$ cat config.mk
export PLATFORM = sky130hd
export DESIGN_NAME = voxel_gpu_fill_engine
export DESIGN_NICKNAME = d
export VERILOG_FILES = /design/src/rtl/voxel_gpu_fill_engine.sv
export SDC_FILE = /design/constraint.sdc
export NUM_CORES = 1
export LEC_CHECK = 0
export CORE_UTILIZATION = 50
export CTS_CLUSTER_DIAMETER = 30
export DETAILED_ROUTE_END_ITERATION = 8
export GPL_TIMING_DRIVEN = 0
export PLACE_DENSITY = 0.79
export SLEW_MARGIN = 40
export SYNTH_ARGS = -nofsm -noshare
export SYNTH_HDL_FRONTEND = slang
export SYNTH_SLANG_ARGS = --single-unit
$ cat constraint.sdc
create_clock -name clock -period 5.6 [get_ports clock]
set_clock_uncertainty 0.15 [all_clocks]
set_input_delay 0.84 -clock clock [delete_from_list [all_inputs] [get_ports clock]]
set_output_delay 0.84 -clock clock [all_outputs]
set_load 0.005 [all_outputs]
$ cat src/rtl/voxel_gpu_fill_engine.sv
// Voxel GPU front end: front/back pointer registers plus a write master that paints the back buffer
// one word per accepted cycle. m1_waitrequest stalls the fill and holds address and data; an optional swap and the irq follow.
module voxel_gpu_fill_engine #(
  parameter logic [31:0] DEFAULT_BUFFER      = 32'h0800_0000,
  parameter logic [31:0] DEFAULT_BACK_BUFFER = 32'h0800_0000,
  parameter logic [15:0] H_RESOLUTION        = 16'd256,
  parameter logic [15:0] V_RESOLUTION        = 16'd192,
  parameter int          PIXEL_BYTES         = 2
) (
  input  logic        clock,
  input  logic        reset,
  input  logic [7:0]  s1_address,
  input  logic [31:0] s1_writedata,
  input  logic        s1_write,
  output logic [31:0] s1_readdata,
  output logic        s1_waitrequest,
  output logic        irq,
  output logic [31:0] m1_address,
  output logic [31:0] m1_writedata,
  output logic [3:0]  m1_byteenable,
  output logic        m1_write,
  output logic        m1_read,
  input  logic        m1_waitrequest,
  input  logic [31:0] m1_readdata,
  input  logic        m1_readdatavalid
);
  localparam longint FRAME_BYTES = longint'(H_RESOLUTION) * longint'(V_RESOLUTION) * longint'(PIXEL_BYTES);
  localparam int WORDS = int'(FRAME_BYTES / 4);
  localparam int CW = (WORDS < 1) ? 1 : $clog2(WORDS + 1);
  localparam logic [CW-1:0] LAST = CW'(WORDS - 1);

  if (!(PIXEL_BYTES == 1 || PIXEL_BYTES == 2 || PIXEL_BYTES == 4) ||
      (FRAME_BYTES % 4 != 0) || (WORDS < 1)) begin : g_bad_geometry
    $error("voxel_gpu_fill_engine: frame must be a whole number (>=1) of 32-bit words, PIXEL_BYTES 1, 2 or 4");
  end

  typedef enum logic [1:0] {S_IDLE, S_FILL, S_SWAP} state_t;

  state_t          state, state_nxt;
  logic [31:0]     front_ptr, back_ptr, fill_colour, fill_word, addr;
  logic [CW-1:0]   count;
  logic            swap_after, irq_en, irq_pending;
  logic            idle, accept, last_word, set_pending, start;
  logic            wr_front, wr_back, wr_fill, wr_ctrl, wr_status;
  logic            unused_inputs;

  assign wr_front  = s1_write && (s1_address == 8'd0);
  assign wr_back   = s1_write && (s1_address == 8'd1);
  assign wr_fill   = s1_write && (s1_address == 8'd2);
  assign wr_ctrl   = s1_write && (s1_address == 8'd3);
  assign wr_status = s1_write && (s1_address == 8'd4);

  assign idle        = (state == S_IDLE);
  assign start       = wr_ctrl && idle && s1_writedata[0];
  assign accept      = m1_write && !m1_waitrequest;
  assign last_word   = accept && (count == LAST);
  assign set_pending = (state == S_SWAP) || (last_word && !swap_after);

  if (PIXEL_BYTES == 1) begin : g_pb1
    assign fill_word = {4{fill_colour[7:0]}};
  end else if (PIXEL_BYTES == 2) begin : g_pb2
    assign fill_word = {2{fill_colour[15:0]}};
  end else begin : g_pb4
    assign fill_word = fill_colour;
  end

  assign s1_waitrequest = 1'b0;
  assign irq            = irq_pending && irq_en;
  assign m1_write       = (state == S_FILL);
  assign m1_address     = addr;
  assign m1_writedata   = fill_word;
  assign m1_byteenable  = 4'hF;
  assign m1_read        = 1'b0;
  assign unused_inputs  = ^{m1_readdata, m1_readdatavalid};

  always_ff @(posedge clock or posedge reset) begin
    if (reset) state <= S_IDLE;
    else       state <= state_nxt;
  end

  always_comb begin
    state_nxt = state;
    case (state)
      S_IDLE: begin
        if (wr_ctrl && s1_writedata[0])      state_nxt = S_FILL;
        else if (wr_ctrl && s1_writedata[1]) state_nxt = S_SWAP;
      end
      S_FILL:  if (last_word) state_nxt = swap_after ? S_SWAP : S_IDLE;
      S_SWAP:  state_nxt = S_IDLE;
      default: state_nxt = S_IDLE;
    endcase
  end

  always_ff @(posedge clock or posedge reset) begin
    if (reset) begin
      front_ptr   <= DEFAULT_BUFFER;
      back_ptr    <= DEFAULT_BACK_BUFFER;
      fill_colour <= 32'd0;
      addr        <= 32'd0;
      count       <= '0;
      swap_after  <= 1'b0;
      irq_en      <= 1'b0;
      irq_pending <= 1'b0;
    end else begin
      if (wr_ctrl) irq_en <= s1_writedata[2];
      if (start) begin
        addr       <= back_ptr;
        count      <= '0;
        swap_after <= s1_writedata[1];
      end else if (accept) begin
        addr  <= addr + 32'd4;
        count <= count + CW'(1);
      end
      // The exchange takes priority over a host FRONT write landing in the same cycle.
      if (state == S_SWAP) begin
        front_ptr <= back_ptr;
        back_ptr  <= front_ptr;
      end else begin
        if (wr_front)         front_ptr <= s1_writedata;
        if (wr_back && idle)  back_ptr  <= s1_writedata;
      end
      if (wr_fill && idle) fill_colour <= s1_writedata;
      if (set_pending)                        irq_pending <= 1'b1;
      else if (wr_status && s1_writedata[1])  irq_pending <= 1'b0;
    end
  end

  always_comb begin
    s1_readdata = 32'd0;
    case (s1_address)
      8'd0:    s1_readdata = front_ptr;
      8'd1:    s1_readdata = back_ptr;
      8'd2:    s1_readdata = fill_colour;
      8'd3:    s1_readdata = {29'd0, irq_en, 2'b00};
      8'd4:    s1_readdata = {30'd0, irq_pending, !idle};
      8'd5:    s1_readdata = {V_RESOLUTION, H_RESOLUTION};
      default: s1_readdata = 32'd0;
    endcase
  end
endmodule

# Word level (Yosys, flattened, before mapping)
# Index checks and enable logic that the tools add are counted.
# word_totals
register_bits	148
inputBits	77
out_inout_bits	104
wordCells	64
# classes
addsub	2
eq_ne	10
mux	16
reduce_logical	27
# op_table
op	n
$mux W32	6
$pmux W32 S6	1
$add A32 B3 Y32 const B	1
$mux W15	2
$eq A8 B2 Y1 const B	2
$eq A8 B3 Y1 const B	2
$logic_and A1 B1 Y1	16
$add A15 B1 Y15 const B	1
$eq A15 B15 Y1 const B	1
$eq A8 B1 Y1 const B	1
$logic_not A8 Y1	1
$mux W2	4
$reduce_bool A2 Y1	4
$pmux W2 S2	1
$logic_not A1 Y1	3
$ne A3 B1 Y1 const B	1
$eq A2 B1 Y1 const B	1
$eq A2 B2 Y1 const B	1
$logic_not A2 Y1	1
$mux W1	2
$ne A2 B1 Y1 const B	1
$reduce_and A2 Y1	1
$logic_or A1 B1 Y1	1

# Logic depth before layout (Yosys ltp)
# Gate-level depths: netlist of the first run.
# depth
depth_word	6
ltp_mapped	7
mapped_depth_nobuf	6

# Least setup slack after synthesis of the first run
# No wires, ideal clock.
# synth_path
path_kind	input to output
start	input s1_address[0]
end	output s1_readdata[22]
arrival_time_ps	2133
required_time_ps	4610
setup_slack_ps	2477
cell_stages	7
path_buffers	2
path_cell_list	buf_1 > buf_1 > nor2_1 > nand2_1 > a21oi_1 > a31oi_1 > nor2_1
# synth_between
elab_chain_cells	2
word_cells_on_any_way	7
classes_between	5 x eq/ne; 1 x mux; 1 x reduce/logical
# synth_lines
item	line_no	rtl
start, declared	12	input logic [7:0] s1_address,
$eq A8 B3 Y1 (tied with other cells)	130	case (s1_address)
$pmux W32 S6 *	130	
end, declared	15	output logic [31:0] s1_readdata,
# Mark *: on every way between the ends. The rest lies on a longest branch, timed or not.

# Final worst setup path of the first run
# layout_path
start	input s1_address[0]
end	output s1_readdata[23]
# Same word-level chain as after synthesis.

==> reports/metrics.cfg, run 1 <==
[run_status]
status=complete, no violations

[die]
die_w_um=128.8
initial_core_util_pct=52.08
core_um2=15430
num_rows=45
fp.dieH_um=128.8
ios=181
fp.dieArea_um2=16580

[power_and_ir_drop]
pwr-share-clk_pct=44.8
peakVddDrop_uv=210.8
cellPowerDensity_nw_per_um2=247.8
p_comb_share_pct=9.8
power_switching_mw=0.6681
p_int_mw=1.910
leakage_nw=4.445
p_seq_share_pct=45.3
swShare_pct=25.91

[job]
maxCapViolCount=0

[timing]
drv_slew=0
max_slew_margin_pct=41.86
period_minus_slack_ps=4845
hold_viol_final=0
rsz0062_at_grt=no
fmax_ghz=0.2064
worst_slew_pin_slew_ps=872.1
hold-worst-slack_ps=330.6
setup_tns_ps=0
setup-violations-final=0
min_period_over_period_pct=86.51

[route]
wl_per_cell_um=18.90
drt_pre_antenna_iters=9
drt_iter0_drc=1167
ant_nets=0
routed_via_density=5.969
vias=7813
routed_wl_um=24750
drc=0

[cells_and_area]
drive_gt1_share_pct=11.66
area_growth_pct=29.48
layout_commonest_cell=nand2_1
fill_cells=1260
fin_util_pct=67.44
nets=1164
n_antenna_cell=0
layout_common_cells=nand2_1 (153), dfrtp_1 (146), clkdlybuf4s50_1 (141)

[synthesis]
synthesis.instances=920
netlist_area_um2=8035
synthFlopType=dfrtp_1
synth_warnings=0
yosysSeqAreaShare_pct=46.12
synth_seq_cells=148
yosysUniqueCellTypes=51
synth_edf_count=0
avgSynthCellArea_um2=8.734
async_reset_ff_share_pct=100.0

[clocking]
post-cts-setup-buffers=0
h-tree-depth=4
ctsLongestPathBuffers=2
cts-root-buf=clkbuf_16
cts_resized=0
clk_pin_slew_worst_paths_ps=60
cts_sinks=148
numCtsBuffers=17
clkLatencyLatePin_ps=430
cts_tree=built
cts_hold_buffers=0

[setup_path]
critPathMaxFanout=10
worst_setup_path_start_kind=input port
critPathArrivalTime_ps=3850
reg2reg_setup_slack_ps=2520
r2r-start=state[0]
path_class=input port to output pin
critical_path_required_ps=4610
cp-end-kind=output pin
reg2reg_depth=7
timing.rr.end=m1_address[21]

[grt]
grt_max_degree=78
grt_usage_pct=31.28
grt_pass1_wl_um=39370
overflow=0
antenna_found_initial=0
grt_pass1_vias=7361

[min_path]
hp-start=m1_address[1]
hold_depth=2
worstHoldEndpoint=m1_address[1]
hold_path_class=register to register

[placement]
gp_congestion=0.9171
dpl.hpwl_um=17280
io_buffers=141

Yosys cell counts, types with 3 or more instances:
master	n	area share, %
a21oi_1	45	2.8
a221o_1	5	0.62
a22oi_1	35	3.3
a31oi_1	40	3.1
and3_1	4	0.31
and4_1	5	0.54
buf_1	10	0.47
buf_2	3	0.19
buf_4	38	3.6
clkbuf_1	43	2.0
dfrtp_1	146	45
inv_1	13	0.61
mux2_2	33	4.6
mux2i_1	29	3.6
nand2_1	153	7.1
nand2b_1	5	0.39
nand3_1	29	1.8
nand4_1	11	0.86
nor2_1	120	5.6
nor2b_1	5	0.39
nor3_1	9	0.56
nor4_1	11	0.86
o211ai_1	4	0.37
o21ai_0	64	4.0
or3_1	8	0.62
xnor2_1	6	0.65
xor2_1	9	0.98
state kept, by name, summed over array words and instances, names as in the netlist:
register     count
back_ptr        32
swap_after       1
state            2
fill_colour     32
front_ptr       32
count           15
irq_pending      1
m1_address      32
irq_en           1
power by group through the flow:
stage,Clock (mW),Sequential [mW],Combinational [mW]
4_1_cts,1.16,1.17,0.252
2_1_floorplan,0,1.17,0.138
3_3_place_gp,0,1.18,0.238
5_1_grt,1.20,1.17,0.281
6_report,1.16,1.17,0.254
3_5_place_dp,0,1.19,0.250
critical path: stages:
cell and delay (ps):
clkdlybuf4s50_1 550, buf_1 470, buf_1 720, nor2_1 280
nand2_1 130, a21oi_1 60, a31oi_1 190, nor2_1 100
clkdlybuf4s50_1 500
routing by layer:
metal / global-route usage, % / vias to the layer above / routed length, µm
met4: 14.95 / 0 / 863
met1: 42.81 / 3698 / 10280
met2: 48.01 / 507 / 11260
met3: 5.946 / 72 / 2346
met5: 0 / - / 0
li1: - / 3536 / -
worst max path at each step:
stage	start	end	slack, ps	depth (start not counted)
after floorplan	reset	back_ptr[0]	630	1
after global placement	reset	fill_colour[11]	-1410	2
after detailed placement	s1_address[0]	s1_readdata[23]	870	9
after CTS	s1_address[0]	s1_readdata[23]	840	9
after global routing	s1_address[0]	s1_readdata[23]	670	9
final	s1_address[0]	s1_readdata[23]	760	9
cell families after synthesis:
| group | count (synthesis) | synth area share (%) |
|---|---|---|
| flops | 148 | 46.12 |
| xor+xnor | 15 | 1.635 |
| simple gates | 377 | 21.01 |
| fa+ha+maj | 2 | 0.3114 |
| buf+inv | 109 | 6.945 |
| compound gates | 204 | 15.37 |
| other cells | 2 | 0.09346 |
| mux | 63 | 8.518 |
final cells by class:
class | count | area (µm²) | area share, %
well taps | 211 | 264.0 | 2.538
multi-input cells | 667 | 3837 | 36.89
clock buffers | 19 | 442.9 | 4.257
repair buffers | 142 | 1439 | 13.83
flip-flops and latches | 148 | 3706 | 35.62
inverters | 13 | 56.30 | 0.5412
clock inverters | 13 | 147.6 | 1.419
plain buffers | 96 | 510.5 | 4.907
through the flow:
step / instances / worst slack (ps) / power (mW) / instance area (µm²)
final: 1309 / 755.5 / 2.578 / 10400
after global routing: 1309 / 666.9 / 2.657 / 10400
after CTS: 1309 / 842.7 / 2.574 / 10400
after detailed placement: 1277 / 870.7 / 1.436 / 9804
after global placement: 1276 / -1413 / 1.422 / 9726
after floorplan: 924 / 633.6 / 1.313 / 8050
(Power assumes the default switching activity.)
==> inputs of run 2 (changes only) <==
Settings changed: CTS_CLUSTER_SIZE from default to 8, SLEW_MARGIN 40 to default.
Clock period 5.6 ns to 5.3 ns, I/O delays scaled along.
==> run 2 against run 1 <==
Against the previous run:
- combinational power rose by 5%
- core utilization down 0.12 points
- highest routed layer unchanged
- routed wire length is 0.15% higher
- hold slack worse by 6.7 ps
- via count grew 0.15%
- count of clock-buffer cells in the layout unchanged
- sequential share of layout area is 0.064 points higher
- worst setup slack worse by 220 ps
- design area fell by 0.18%
- die area is the same
- critical path depth unchanged
- register-to-register slack worse by 290 ps
==> reports/metrics.cfg, run 2 (synthesized netlist as in run 1, its figures left out) <==
[grt]
gr-usage-met1_pct=41.36  ; -1.5 points
use_met2_pct=48.14  ; +0.13 points
grt_pass1_wl_um=39420  ; +0.12%
grt_usage_pct=31.32  ; +0.043 points
grt_busiest_layer=met2
grt_pass1_vias=7318  ; -0.58%
antenna_found_initial=1  ; +1
use_met3_pct=8.399  ; +2.5 points
grt_max_degree=97  ; +24%
overflow=0  ; unchanged

[setup_path]
critPathArrivalTime_ps=3820  ; -30 ps
reg2reg_depth=7  ; unchanged
worst_setup_path_start_kind=input port
timing.rr.end=m1_address[21]
path_class=input port to output pin
critical_path_required_ps=4360  ; -250 ps
cp-end-kind=output pin
crit_end=s1_readdata[23]
r2r-start=state[0]
critPathMaxFanout=10  ; unchanged
reg2reg_setup_slack_ps=2230  ; -290 ps
cp-startpoint=s1_address[0]

[power_and_ir_drop]
finalPower_mw=2.777  ; +7.7%
p_comb_share_pct=9.6  ; -0.2 points
swShare_pct=25.23  ; -0.68 points
peakVddDrop_uv=236.3  ; +12%
p_seq_share_pct=44.4  ; -0.9 points
leakage_nw=4.438  ; -0.15%
power_switching_mw=0.7007  ; +4.9%
pwr-share-clk_pct=46.0  ; +1.2 points
p_int_mw=2.076  ; +8.7%
cellPowerDensity_nw_per_um2=267.4  ; +7.9%

[cells_and_area]
fill_cells=1276  ; +1.3%
drive_gt1_share_pct=11.19  ; -0.47 points
stdcell_count=1310  ; +0.076%
nets=1165  ; +0.086%
n_antenna_cell=0  ; unchanged
layout_commonest_cell=nand2_1
area_growth_pct=29.24
fin_util_pct=67.32  ; -0.12 points
layout_common_cells=nand2_1 (153), dfrtp_1 (146), clkdlybuf4s50_1 (141)
final_cell_area_um2=10390  ; -0.18%

[route]
drt_pre_antenna_iters=7  ; -2
drc=0  ; unchanged
routed_via_density=5.973  ; about the same
drt_iter0_drc=1008  ; -14%
routed_wl_um=24780  ; +0.15%
vias=7825  ; +0.15%
wl_per_cell_um=18.92  ; about the same
ant_nets=0  ; unchanged

[clocking]
cts_tree=built
clkLatencyLatePin_ps=430  ; about the same
h-tree-depth=4  ; unchanged
clk_pin_slew_worst_paths_ps=60  ; about the same
cts_resized=0  ; unchanged
cts-root-buf=clkbuf_16
cts_hold_buffers=0  ; unchanged
post-cts-setup-buffers=0  ; unchanged
cts_sinks=148  ; unchanged
ctsLongestPathBuffers=2  ; unchanged
numCtsBuffers=17  ; unchanged

[placement]
gp_congestion=0.9171  ; unchanged
place_ws_ps=674.0  ; -196.7 ps
io_buffers=141  ; unchanged
dpl.hpwl_um=17350  ; +0.37%
dpl_cell_area_um2=9758  ; -0.47%
dp_cells=1277  ; unchanged

[timing]
setup_tns_ps=0  ; unchanged
drv_slew=0  ; unchanged
fmax_ghz=0.2098
setup-violations-final=0  ; unchanged
hold-worst-slack_ps=323.9  ; -6.696 ps
min_period_over_period_pct=89.92
rsz0062_at_grt=no
period_minus_slack_ps=4766
hold_viol_final=0  ; unchanged
worst_slew_pin_slew_ps=1274  ; +401.6 ps
layout_setup_ws_ps=534.3  ; -221.2 ps
max_slew_margin_pct=14.43  ; -27 points

[die]
ios=181  ; unchanged
initial_core_util_pct=52.08  ; unchanged
core_um2=15430  ; unchanged
die_w_um=128.8  ; unchanged
num_rows=45  ; unchanged
fp.dieH_um=128.8  ; unchanged
fp.dieArea_um2=16580  ; unchanged

[min_path]
hold_path_class=register to register

[job]
maxCapViolCount=0  ; unchanged

[run_status]
status=complete, no violations

==> run 2: power groups by stage <==
stage,combinational [mW],sequential (mW),clock (mW)
after detailed placement,0.261,1.25,0
after CTS,0.264,1.23,1.28
final,0.266,1.23,1.28
after floorplan,0.146,1.24,0
after global routing,0.294,1.24,1.33
after global placement,0.251,1.25,0
==> run 2: worst min path at each step <==
stage | from | end | slack (ps) | depth (start not counted)
2_1_floorplan | m1_address[0] | m1_address[0] | 310 | 2
3_3_place_gp | m1_address[1] | m1_address[1] | 310 | 2
3_5_place_dp | m1_address[1] | m1_address[1] | 320 | 2
4_1_cts | m1_address[1] | m1_address[1] | 330 | 2
5_1_grt | m1_address[1] | m1_address[1] | 360 | 2
6_report | m1_address[1] | m1_address[1] | 320 | 2
==> run 2: cell type report <==
cell class | count | area, µm² | share of cell area [%]
Buffer | 96 | 509.2 | 4.904
Inverter | 13 | 53.80 | 0.5181
Multi-Input combinational cell | 667 | 3786 | 36.46
Tap cell | 211 | 264.0 | 2.542
Clock inverter | 13 | 168.9 | 1.626
Sequential cell | 148 | 3706 | 35.69
Clock buffer | 19 | 452.9 | 4.361
Timing Repair Buffer | 143 | 1444 | 13.90
==> run 2: worst max-delay path, stage by stage <==
cell and delay (ps):
clkdlybuf4s50_1 550, buf_1 460, buf_1 780, nor2_1 270, nand2_1 130, a21oi_1 60, a31oi_1 180, nor2_1 90
clkdlybuf4s50_1 500
==> run 2: routing by layer <==
metal	share of wire (%)	vias up
met5	0	-
met2	45	488
li1	-	3532
met3	10	80
met1	41	3725
met4	3.5	0
